File: config.mk
export PLATFORM = sky130hd
export DESIGN_NAME = move_sequencer
export DESIGN_NICKNAME = d
export VERILOG_FILES = /design/src/rtl/maze_pkg.sv /design/src/rtl/move_sequencer_corner_addr.sv /design/src/rtl/move_sequencer.sv
export SDC_FILE = /design/constraint.sdc
export NUM_CORES = 1
export LEC_CHECK = 0
export CAP_MARGIN = 20
export CORE_MARGIN = 1.5
export CORE_UTILIZATION = 35
export DETAILED_ROUTE_END_ITERATION = 8
export GPL_TIMING_DRIVEN = 1
export PLACE_DENSITY = 0.58
export SLEW_MARGIN = 20
export SYNTH_ARGS = -nofsm -noshare
export SYNTH_HDL_FRONTEND = slang
export SYNTH_SLANG_ARGS = --single-unit
File: constraint.sdc
create_clock -name clk -period 7.6 [get_ports clk]
set_input_delay 1.9 -clock clk [delete_from_list [all_inputs] [get_ports clk]]
set_output_delay 1.9 -clock clk [all_outputs]
set_load 0.02 [all_outputs]
File: src/rtl/maze_pkg.sv
// Shared maze-game constants, direction and sequencer state encodings.
package maze_pkg;

    localparam int SCREEN_W   = 640;
    localparam int SCREEN_H   = 480;
    localparam int CELL_SHIFT = 4;

    typedef enum logic [1:0] {
        DIR_UP,
        DIR_DOWN,
        DIR_LEFT,
        DIR_RIGHT
    } dir_t;

    typedef enum logic [2:0] {
        ST_IDLE,
        ST_CALC,
        ST_REQ,
        ST_WAIT,
        ST_COMMIT
    } state_t;

    // Buttons are active-low; priority is up > down > left > right.
    function automatic dir_t pickDir(input logic up, input logic down,
                                     input logic left, input logic right);
        if (!up)        return DIR_UP;
        else if (!down) return DIR_DOWN;
        else if (!left) return DIR_LEFT;
        else            return DIR_RIGHT;
    endfunction

endpackage

File: src/rtl/move_sequencer_corner_addr.sv
// Maps a candidate sprite position and corner index to the wall-map cell
// containing that corner. k[0] selects the right edge, k[1] the bottom edge.
module corner_addr
    import maze_pkg::*;
#(
    parameter int SIZE = 15
) (
    input  logic [9:0] candX,
    input  logic [8:0] candY,
    input  logic [1:0] k,
    output logic [5:0] cx,
    output logic [4:0] cy
);

    localparam logic [9:0] OFF_X = 10'(SIZE - 1);
    localparam logic [8:0] OFF_Y = 9'(SIZE - 1);

    logic [9:0] px;
    logic [8:0] py;

    // Corner pixel, then drop the in-cell offset bits.
    always_comb begin
        px = candX + (k[0] ? OFF_X : 10'd0);
        py = candY + (k[1] ? OFF_Y : 9'd0);
        cx = 6'(px >> CELL_SHIFT);
        cy = 5'(py >> CELL_SHIFT);
    end

endmodule

File: src/rtl/move_sequencer.sv
// Player movement sequencer: on each game tick, tries one STEP in the held
// direction, checks all four sprite corners against the shared wall map, and
// commits the move only if every corner is free. Latches arrival in the goal.
module move_sequencer
    import maze_pkg::*;
#(
    parameter int STEP    = 4,
    parameter int SIZE    = 15,
    parameter int START_X = 30,
    parameter int START_Y = 449,
    parameter int X_MAX   = SCREEN_W - 1 - SIZE,
    parameter int Y_MAX   = SCREEN_H - 1 - SIZE,
    parameter int GOAL_CX = 38,
    parameter int GOAL_CY = 1
) (
    input  logic       clk,
    input  logic       rst,
    input  logic       tick,
    input  logic       btn_up,
    input  logic       btn_down,
    input  logic       btn_left,
    input  logic       btn_right,
    output logic       wall_req,
    output logic [5:0] wall_cx,
    output logic [4:0] wall_cy,
    input  logic       wall_gnt,
    input  logic       wall_valid,
    input  logic       wall_hit,
    output logic [9:0] pos_x,
    output logic [8:0] pos_y,
    output logic       busy,
    output logic       overrun,
    output logic       goal_reached
);

    localparam logic [10:0] STEP_X  = 11'(STEP);
    localparam logic [9:0]  STEP_Y  = 10'(STEP);
    localparam logic [10:0] LIM_X   = 11'(X_MAX);
    localparam logic [9:0]  LIM_Y   = 10'(Y_MAX);
    localparam logic [9:0]  GOAL_X  = 10'(GOAL_CX);
    localparam logic [8:0]  GOAL_Y  = 9'(GOAL_CY);

    state_t      state;
    dir_t        dir;
    logic [1:0]  k;
    logic [9:0]  candX;
    logic [8:0]  candY;
    logic [10:0] nextX;
    logic [9:0]  nextY;
    logic        reject;
    logic        anyBtn;

    assign anyBtn = ~(btn_up & btn_down & btn_left & btn_right);

    // Candidate one bit wider than the position: a subtraction below zero
    // wraps into the top bit and lands above the limit, so a single compare
    // catches both underflow and overflow.
    always_comb begin
        nextX = {1'b0, pos_x};
        nextY = {1'b0, pos_y};
        case (dir)
            DIR_UP:    nextY = {1'b0, pos_y} - STEP_Y;
            DIR_DOWN:  nextY = {1'b0, pos_y} + STEP_Y;
            DIR_LEFT:  nextX = {1'b0, pos_x} - STEP_X;
            DIR_RIGHT: nextX = {1'b0, pos_x} + STEP_X;
            default:   ;
        endcase
        reject = (nextX > LIM_X) || (nextY > LIM_Y);
    end

    corner_addr #(.SIZE(SIZE)) uCorner (
        .candX (candX),
        .candY (candY),
        .k     (k),
        .cx    (wall_cx),
        .cy    (wall_cy)
    );

    // Move FSM; owns position, request and status registers.
    always_ff @(posedge clk) begin
        if (rst) begin
            state        <= ST_IDLE;
            dir          <= DIR_UP;
            k            <= 2'd0;
            candX        <= 10'(START_X);
            candY        <= 9'(START_Y);
            pos_x        <= 10'(START_X);
            pos_y        <= 9'(START_Y);
            busy         <= 1'b0;
            wall_req     <= 1'b0;
            overrun      <= 1'b0;
            goal_reached <= 1'b0;
        end else begin
            // busy covers CALC..COMMIT, so a tick on the COMMIT cycle counts.
            overrun <= tick & busy;
            case (state)
                ST_IDLE: begin
                    if (tick && !goal_reached && anyBtn) begin
                        dir   <= pickDir(btn_up, btn_down, btn_left, btn_right);
                        busy  <= 1'b1;
                        state <= ST_CALC;
                    end
                end
                ST_CALC: begin
                    if (reject) begin
                        busy  <= 1'b0;
                        state <= ST_IDLE;
                    end else begin
                        candX    <= nextX[9:0];
                        candY    <= nextY[8:0];
                        k        <= 2'd0;
                        wall_req <= 1'b1;
                        state    <= ST_REQ;
                    end
                end
                ST_REQ: begin
                    // Address comes from candX/candY/k, all frozen here.
                    if (wall_gnt) begin
                        wall_req <= 1'b0;
                        state    <= ST_WAIT;
                    end
                end
                ST_WAIT: begin
                    if (wall_valid) begin
                        if (wall_hit) begin
                            busy  <= 1'b0;
                            state <= ST_IDLE;
                        end else if (k != 2'd3) begin
                            k        <= k + 2'd1;
                            wall_req <= 1'b1;
                            state    <= ST_REQ;
                        end else begin
                            state <= ST_COMMIT;
                        end
                    end
                end
                ST_COMMIT: begin
                    pos_x <= candX;
                    pos_y <= candY;
                    if ((candX >> CELL_SHIFT) == GOAL_X && (candY >> CELL_SHIFT) == GOAL_Y)
                        goal_reached <= 1'b1;
                    busy  <= 1'b0;
                    state <= ST_IDLE;
                end
                default: begin
                    busy     <= 1'b0;
                    wall_req <= 1'b0;
                    state    <= ST_IDLE;
                end
            endcase
        end
    end

endmodule

# Word-level counts from Yosys, hierarchy flattened
# Cells that the tools add are included.
# word_totals
ramBits	0
memories	0
wordCells	92
rom_bits	0
latch_bits	0
output_inout_bits	34
ff_bits	49
# classes
bitwise_logic	8
n_mux	30
mul	0
n_eq_ne	18
n_div	0
add_sub_neg	7
n_reduce_logical	16
magnitude_cmp	2
shift	0
# ops
cell	n
11-bit one-hot mux with 2 select lines	1
10-bit one-hot mux with 2 select lines	1
2-bit inequality test (second input constant)	9
3-bit 2-to-1 mux	5
2-bit 2-to-1 mux	7
3-bit one-hot mux with 4 select lines	1
10-bit by 3-bit adder with 11-bit output (second input constant)	1
11-bit by 10-bit > comparator with 1-bit output (second input constant)	1
10-bit by 3-bit subtractor with 11-bit output (second input constant)	1
10-bit adder	1
9-bit by 3-bit adder with 10-bit output (second input constant)	1
10-bit by 9-bit > comparator with 1-bit output (second input constant)	1
1-bit 2-to-1 mux	10
5-bit AND reduction	2
9-bit by 3-bit subtractor with 10-bit output (second input constant)	1
9-bit adder	1
4-bit 2-to-1 mux	2
1-bit one-hot mux with 4 select lines	2
3-bit by 2-bit equality test with 1-bit output (second input constant)	2
6-bit equality test (second input constant)	1
2-bit AND reduction	3
6-bit AND reduction	1
5-bit by 1-bit equality test with 1-bit output (second input constant)	1
1-bit bitwise AND	4
other kinds (15)	21

# Depth between registers and ports, before layout
# Gate-level depths: netlist of run 1.
# depth
ltp_word	7
mapped_depth	14
mapped_depth_nobuf	10

# Cells and area by module
# From an unflattened synthesis of run 1, not the netlist that was laid out.
# unflattened
cells_unflattened	398
area_unflattened_um2	3278.1
# modules_own_cells
module	cells_per_inst	seq_area_each_um2	area_each_um2	n_inst
move_sequencer	361	980.9	3010.4	1
corner_addr	37	0.0	267.8	1

# Least setup slack after synthesis of run 1
# No wires, ideal clock.
# synth_timing
path_type	reg2out
startpoint	register k[0]
endpoint	output wall_cx[5]
stages_incl_launch_ff	8
path_buffers	0
path_slack_ns	3.972
t_required_ns	5.700
t_arrival_ns	1.728
cell_sequence	dfxtp_1 ha_1 a31o_2 a21oi_1 nor2b_1 and3_1 nand3_1 xnor2_1
# synth_via
elab_chain_cells	2
# synth_lines
element	line	rtl
from (decl)	move_sequencer.sv:45	logic [1:0] k;
from (signal assigned)	move_sequencer.sv:129	k <= k + 2'd1;
4-bit 2-to-1 mux	move_sequencer_corner_addr.sv:23	px = candX + (k[0] ? OFF_X : 10'd0);
10-bit adder	move_sequencer_corner_addr.sv:23	
to (decl)	move_sequencer.sv:24	output logic [5:0] wall_cx,
# Every way passes these cells.

# Worst setup path in the final report of run 1
# Same ends and word-level chain as after synthesis.

==> flow_metrics.env, run 1 <==
export IMPL_antenna_found_initial=0
export IMPL_vias_per_cell=5.56
export IMPL_rr_worst_depth=10
export IMPL_avgSynthCellArea_um2=8.12
export IMPL_slew_viol_final=0
export IMPL_ir_drop_mv=0.0699
export IMPL_ant_nets=0
export IMPL_synthTopCellsByCount="nand2_1 (60), dfxtp_1 (49), nor2_1 (35)"
export IMPL_fin_tns_setup_ns=0
export IMPL_use_met3=0.0306
export IMPL_synth_edff_count=0
export IMPL_crit_arrival_ns=2.69
export IMPL_fmax_ghz=0.218
export IMPL_max_cap_viol_count=0
export IMPL_synth_seq_cells=49
export IMPL_cts_tree="yes"
export IMPL_coreArea_um2=9200
export IMPL_synth_top_area_share=0.296
export IMPL_ios=44
export IMPL_setup_ws_ns=3.01
export IMPL_grt_pass1_wl_um=14800
export IMPL_initial_core_util=0.360
export IMPL_use_met1=0.266
export IMPL_place_congestion=0.823
export IMPL_synthCells=408
export IMPL_crit_required_ns=5.70
export IMPL_timing_final_crit_share=0.603
export IMPL_io_buffers=43
export IMPL_hold_ws_ns=0.473
export IMPL_cts_resized=0
export IMPL_wl_per_cell_um=16.4
export IMPL_powerDensity_nw_per_um2=146
export IMPL_hold_start="candX[0]$_SDFFE_PP0P_"
export IMPL_num_antenna_cells=0
export IMPL_post_place_ws_ns=3.36
export IMPL_end_kind="output pin"
export IMPL_vias=3025
export IMPL_grt_use_total=0.186
export IMPL_firstDrtPassIters=4
export IMPL_outcome="completed"
export IMPL_first_global_vias=2921
export IMPL_finalWirelength_um=8930
export IMPL_fill_cells=947
export IMPL_reg2reg_slack_ns=3.41
export IMPL_worstMarginPinSlew_ns=0.834
export IMPL_worstSetupStartpointType="register"
export IMPL_critPathKind="reg -> out"
export IMPL_ys_top_cells_by_area="dfxtp_1 (30%), ha_1 (6.8%), nand2_1 (6.8%)"
export IMPL_ys_async_sr_fraction=0
export IMPL_die_y_um=100
export IMPL_layout_drive_gt1_share=0.0577
export IMPL_holdPathEnd="pos_x[0]$_SDFFE_PP0P_"
export IMPL_die_w_um=100
export IMPL_p_leak_nw=1.41
export IMPL_syn_num_nets=438
export IMPL_hold_violations=0
export IMPL_r2r_end="candX[3]$_SDFFE_PP1P_"
export IMPL_final_cells=544
export IMPL_rows=35
export IMPL_post_cts_setup_buffers=0
export IMPL_yosysMostFrequentCell="nand2_1"
export IMPL_yosysWarnings=0
export IMPL_maxSlewHeadroom=0.443
export IMPL_ctsLongestPathBuffers=2
export IMPL_crit_path_max_fanout=6
export IMPL_clock_sinks=49
export IMPL_grt_overflow=0
export IMPL_rsz0062_at_grt="no"
export IMPL_ys_seq_area_frac=0.296
export IMPL_rr_startpoint="dir[1]$_SDFFE_PP0P_"
export IMPL_busiest_layer="met2"
export IMPL_post_dp_hpwl_um=6350
export IMPL_grtUsageMet2=0.290
export IMPL_syn_area_um2=3310
export IMPL_setup_viol=0
export IMPL_detail_route_iter0_violations=168
export IMPL_yosysTopAreaCell="dfxtp_1"
export IMPL_hold_buffers=0
export IMPL_h_tree_depth=2
export IMPL_dieArea_um2=10100
export IMPL_root_buffer="clkbuf_8"
export IMPL_grt_max_degree=46
export IMPL_worstSkewPairLatency_ns=0.32
export IMPL_dp_cells=536
export IMPL_worstHoldPathCells=2
export IMPL_nets=462
export IMPL_clkTransAtPathRegs_ns=0.10
export IMPL_area_growth_syn_to_layout_pct=15.8
export IMPL_cts_made_buffers=5
export IMPL_drc=0
export IMPL_hp_class="reg -> reg"
export IMPL_yosysUniqueCellTypes=70
export IMPL_synth_top_flop_cell="dfxtp_1"
export IMPL_post_route_min_period_ns=4.59
export IMPL_fin_skew_ns=0.0115
==> worst max-delay path by stage <==
stage / startpoint / endpoint / slack, ns
floorplan: k[0]$_SDFFE_PP0P_ / wall_cx[5] / 3.97
global placement: k[0]$_SDFFE_PP0P_ / wall_cx[5] / 3.44
detailed placement: k[0]$_SDFFE_PP0P_ / wall_cx[5] / 3.36
CTS: k[0]$_SDFFE_PP0P_ / wall_cx[5] / 3.01
global route: k[0]$_SDFFE_PP0P_ / wall_cx[5] / 2.86
finish: k[0]$_SDFFE_PP0P_ / wall_cx[5] / 3.01
==> layout by cell type, fill, tap and decap left out, types with 3 or more instances in the layout <==
master,synthesis,layout
a211o_1,3,3
a211oi_1,12,12
a21o_1,4,4
a21oi_1,30,30
a31oi_1,7,7
and2_1,3,3
buf_4,4,4
clkbuf_8,0,5
clkdlybuf4s50_1,0,43
dfxtp_1,49,49
ha_1,18,18
inv_1,8,8
mux2i_1,15,15
nand2_1,60,60
nand2b_1,3,3
nand3_1,15,15
nand4_1,4,4
nor2_1,35,35
nor2b_1,5,5
nor3_1,9,9
o21a_1,8,8
o21ai_0,10,10
o31ai_1,6,6
or4_1,3,3
xnor2_1,11,11
xor2_1,5,5
==> metrics by stage <==
step           instance area [um2]  power, mW   util
2_1_floorplan                 3310      0.369      -
3_5_place_dp                  3750      0.408  0.408
6_report                      3840      0.559  0.417
4_1_cts                       3840      0.563  0.417
3_3_place_gp                  3750      0.406  0.408
5_1_grt                       3840      0.586  0.417
==> cell families (layout without fill, tap and decap cells) <==
group,Yosys count,count (layout),share of synthesized area
AOI/OAI and AO/OA,112,112,0.245
xor gates and xnor gates,16,16,0.0423
adders and majority gates,20,20,0.0800
buffers and inverters,39,64,0.0581
DFF,49,49,0.296
muxes,17,17,0.0532
and+or+nand+nor,155,155,0.226
==> metal layers <==
| metal | share of wire | vias to the layer above |
|---|---|---|
| li1 | - | 1531 |
| met1 | 0.50 | 1407 |
| met2 | 0.44 | 72 |
| met3 | 0.046 | 15 |
| met4 | 0.016 | 0 |
| met5 | 0 | - |
==> area by class of cell <==
class	count	area (um2)	area share
timing repair buffer	47	460	0.120
multi-input combinational	320	2140	0.558
tap	111	139	0.0362
clock inverter	2	10.0	0.00261
clock buffer	6	72.6	0.0189
inverter	9	33.8	0.00880
sequential	49	981	0.256
==> state kept, by name, indices dropped and copies added, names as in the netlist <==
signal        cells
candX            10
pos_x            10
candY             9
pos_y             9
state             3
dir               2
k                 2
busy              1
goal_reached      1
overrun           1
wall_req          1
==> power breakdown <==
part / switching [mW] / internal (mW) / total (mW)
clock: 0.0918 / 0.0641 / 0.156
sequential: 0.0176 / 0.267 / 0.284
combinational: 0.0658 / 0.0527 / 0.118
total: 0.175 / 0.383 / 0.559
==> critical path, stage by stage (launching register included) <==
cell	delay (ns)
dfxtp_1	0.44
ha_1	0.27
a31o_2	0.24
a21oi_1	0.22
nor2b_1	0.13
and3_1	0.23
nand3_1	0.10
xnor2_1	0.12
clkdlybuf4s50_1	0.63
(Power assumes the default switching activity.)
==> run 2: changes to the inputs <==
PLACE_DENSITY = 0.6   (was 0.58)
clock period = 3.8 ns   (was 7.6 ns; I/O delays follow)
==> run 2 against run 1 <==
Net effect:
- via count grew 1.5%
- sequential cell count unchanged
- clock skew down 0.0020 ns
- register-to-register slack worse by 2.9 ns
- total power is 100% higher
- routed wire length is 0.56% higher
- hold slack improved by 0.010 ns
- critical path type unchanged
- largest cell class unchanged
- largest power group unchanged
==> flow_metrics.env, run 2 (synthesis results as in run 1) <==
export IMPL_outcome="completed"
export IMPL_hold_start="candX[0]$_SDFFE_PP0P_"
export IMPL_die_w_um=100
export IMPL_timing_final_crit_share=0.966
export IMPL_end_kind="output pin"
export IMPL_post_route_min_period_ns=3.67
export IMPL_seq_area_um2=981
export IMPL_hp_class="reg -> reg"
export IMPL_cts_made_buffers=5
export IMPL_ant_nets=0
export IMPL_hold_buffers=0
export IMPL_nets=465
export IMPL_reg2reg_slack_ns=0.54
export IMPL_fmax_ghz=0.273
export IMPL_grt_max_degree=45
export IMPL_worstMarginPinSlew_ns=0.861
export IMPL_r2r_end="candY[4]$_SDFFE_PP0P_"
export IMPL_clock_sinks=49
export IMPL_num_antenna_cells=0
export IMPL_total_power_mw=1.12
export IMPL_worstSetupStartpointType="register"
export IMPL_critPathKind="reg -> out"
export IMPL_multi_input_area_um2=2140
export IMPL_coreArea_um2=9200
export IMPL_p_leak_nw=1.44
export IMPL_root_buffer="clkbuf_8"
export IMPL_fin_tns_setup_ns=0
export IMPL_io_buffers=43
export IMPL_rows=35
export IMPL_slew_viol_final=0
export IMPL_die_y_um=100
export IMPL_final_cell_mix="nand2_1 (60), dfxtp_1 (49), clkdlybuf4s50_1 (42), nor2_1 (35), a21oi_1 (30)"
export IMPL_powerDensity_nw_per_um2=290
export IMPL_initial_core_util=0.360
export IMPL_layout_drive_gt1_share=0.0665
export IMPL_wl_per_cell_um=16.4
export IMPL_setup_ws_ns=0.130
export IMPL_layout_commonest_cell="nand2_1"
export IMPL_rsz0062_at_grt="no"
export IMPL_reg_top3="candX x10, pos_x x10"
export IMPL_final_cells=547
export IMPL_firstDrtPassIters=4
export IMPL_max_cap_viol_count=0
export IMPL_ios=44
export IMPL_crit_path_max_fanout=6
export IMPL_post_place_ws_ns=0.494
export IMPL_vias_per_cell=5.61
export IMPL_clkTransAtPathRegs_ns=0.10
export IMPL_crit_required_ns=2.85
export IMPL_drc=0
export IMPL_place_congestion=0.865
export IMPL_ctsLongestPathBuffers=2
export IMPL_worstSkewPairLatency_ns=0.31
export IMPL_holdPathEnd="pos_x[0]$_SDFFE_PP0P_"
export IMPL_maxSlewHeadroom=0.426
export IMPL_crit_arrival_ns=2.72
export IMPL_vias=3069
export IMPL_dp_cells=539
export IMPL_antenna_found_initial=0
export IMPL_grt_use_total=0.178
export IMPL_grt_pass1_wl_um=14200
export IMPL_h_tree_depth=2
export IMPL_rr_startpoint="dir[1]$_SDFFE_PP0P_"
export IMPL_fin_skew_ns=0.00951
export IMPL_finalWirelength_um=8980
export IMPL_dieArea_um2=10100
export IMPL_setup_viol=0
export IMPL_ir_drop_mv=0.143
export IMPL_area_growth_syn_to_layout_pct=16.6
export IMPL_rr_worst_depth=11
export IMPL_hold_ws_ns=0.483
export IMPL_worstHoldPathCells=2
export IMPL_detail_route_iter0_violations=238
export IMPL_hold_violations=0
export IMPL_cts_tree="yes"
export IMPL_first_global_vias=2767
export IMPL_grt_overflow=0
export IMPL_post_dp_hpwl_um=6630
export IMPL_fill_cells=942
export IMPL_post_cts_setup_buffers=0
[run 2: through the flow]
stage               utilization  instance area (um2)
floorplan                     -                 3310
global placement          0.411                 3780
detailed placement        0.411                 3780
CTS                       0.420                 3860
global route              0.420                 3870
finish                    0.420                 3870
[run 2: per-layer routing]
layer	up-vias	part of all wire	global-route usage
met5	-	0	0
met1	1439	0.49	0.251
met2	87	0.45	0.291
met4	0	0.011	0.0368
met3	11	0.049	0.0223
li1	1532	-	-
[run 2: cell type report]
type | instances | area share
clock buffer | 5 | 0.0178
clock inverter | 3 | 0.00453
inverter | 9 | 0.00874
multi-input combinational | 320 | 0.554
sequential | 49 | 0.254
tap | 111 | 0.0359
timing repair buffer | 50 | 0.126
[run 2: worst max path at each step]
| stage | startpoint | endpoint | slack (ns) | cells after the start |
|---|---|---|---|---|
| CTS | k[0]$_SDFFE_PP0P_ | wall_cx[5] | 0.14 | 8 |
| floorplan | dir[1]$_SDFFE_PP0P_ | candY[4]$_SDFFE_PP0P_ | 0.18 | 14 |
| global placement | k[0]$_SDFFE_PP0P_ | wall_cx[5] | 0.58 | 8 |
| detailed placement | k[0]$_SDFFE_PP0P_ | wall_cx[5] | 0.49 | 8 |
| finish | k[0]$_SDFFE_PP0P_ | wall_cx[5] | 0.13 | 8 |
| global route | k[0]$_SDFFE_PP0P_ | wall_cx[5] | 0.02 | 8 |
[run 2: critical path: stages (launching register included)]
cell and delay (ns):
dfxtp_1 0.43, ha_1 0.26, a31o_2 0.24, a21oi_1 0.26, nor2b_1 0.15, and3_1 0.24, nand3_1 0.10, xnor2_1 0.11
clkdlybuf4s50_1 0.61
[run 2: report_power, final]
group | leakage [nW] | internal, mW | switching (mW) | total, mW
Sequential | 0.397 | 0.533 | 0.0323 | 0.566
Combinational | 0.996 | 0.108 | 0.134 | 0.242
Clock | 0.0439 | 0.128 | 0.188 | 0.316
[run 2: repair_timing]
item | in CTS | in global routing
setup endpoints to repair | 0 | 1
gates resized for setup | 0 | 1
hold endpoints to repair | 0 | 0
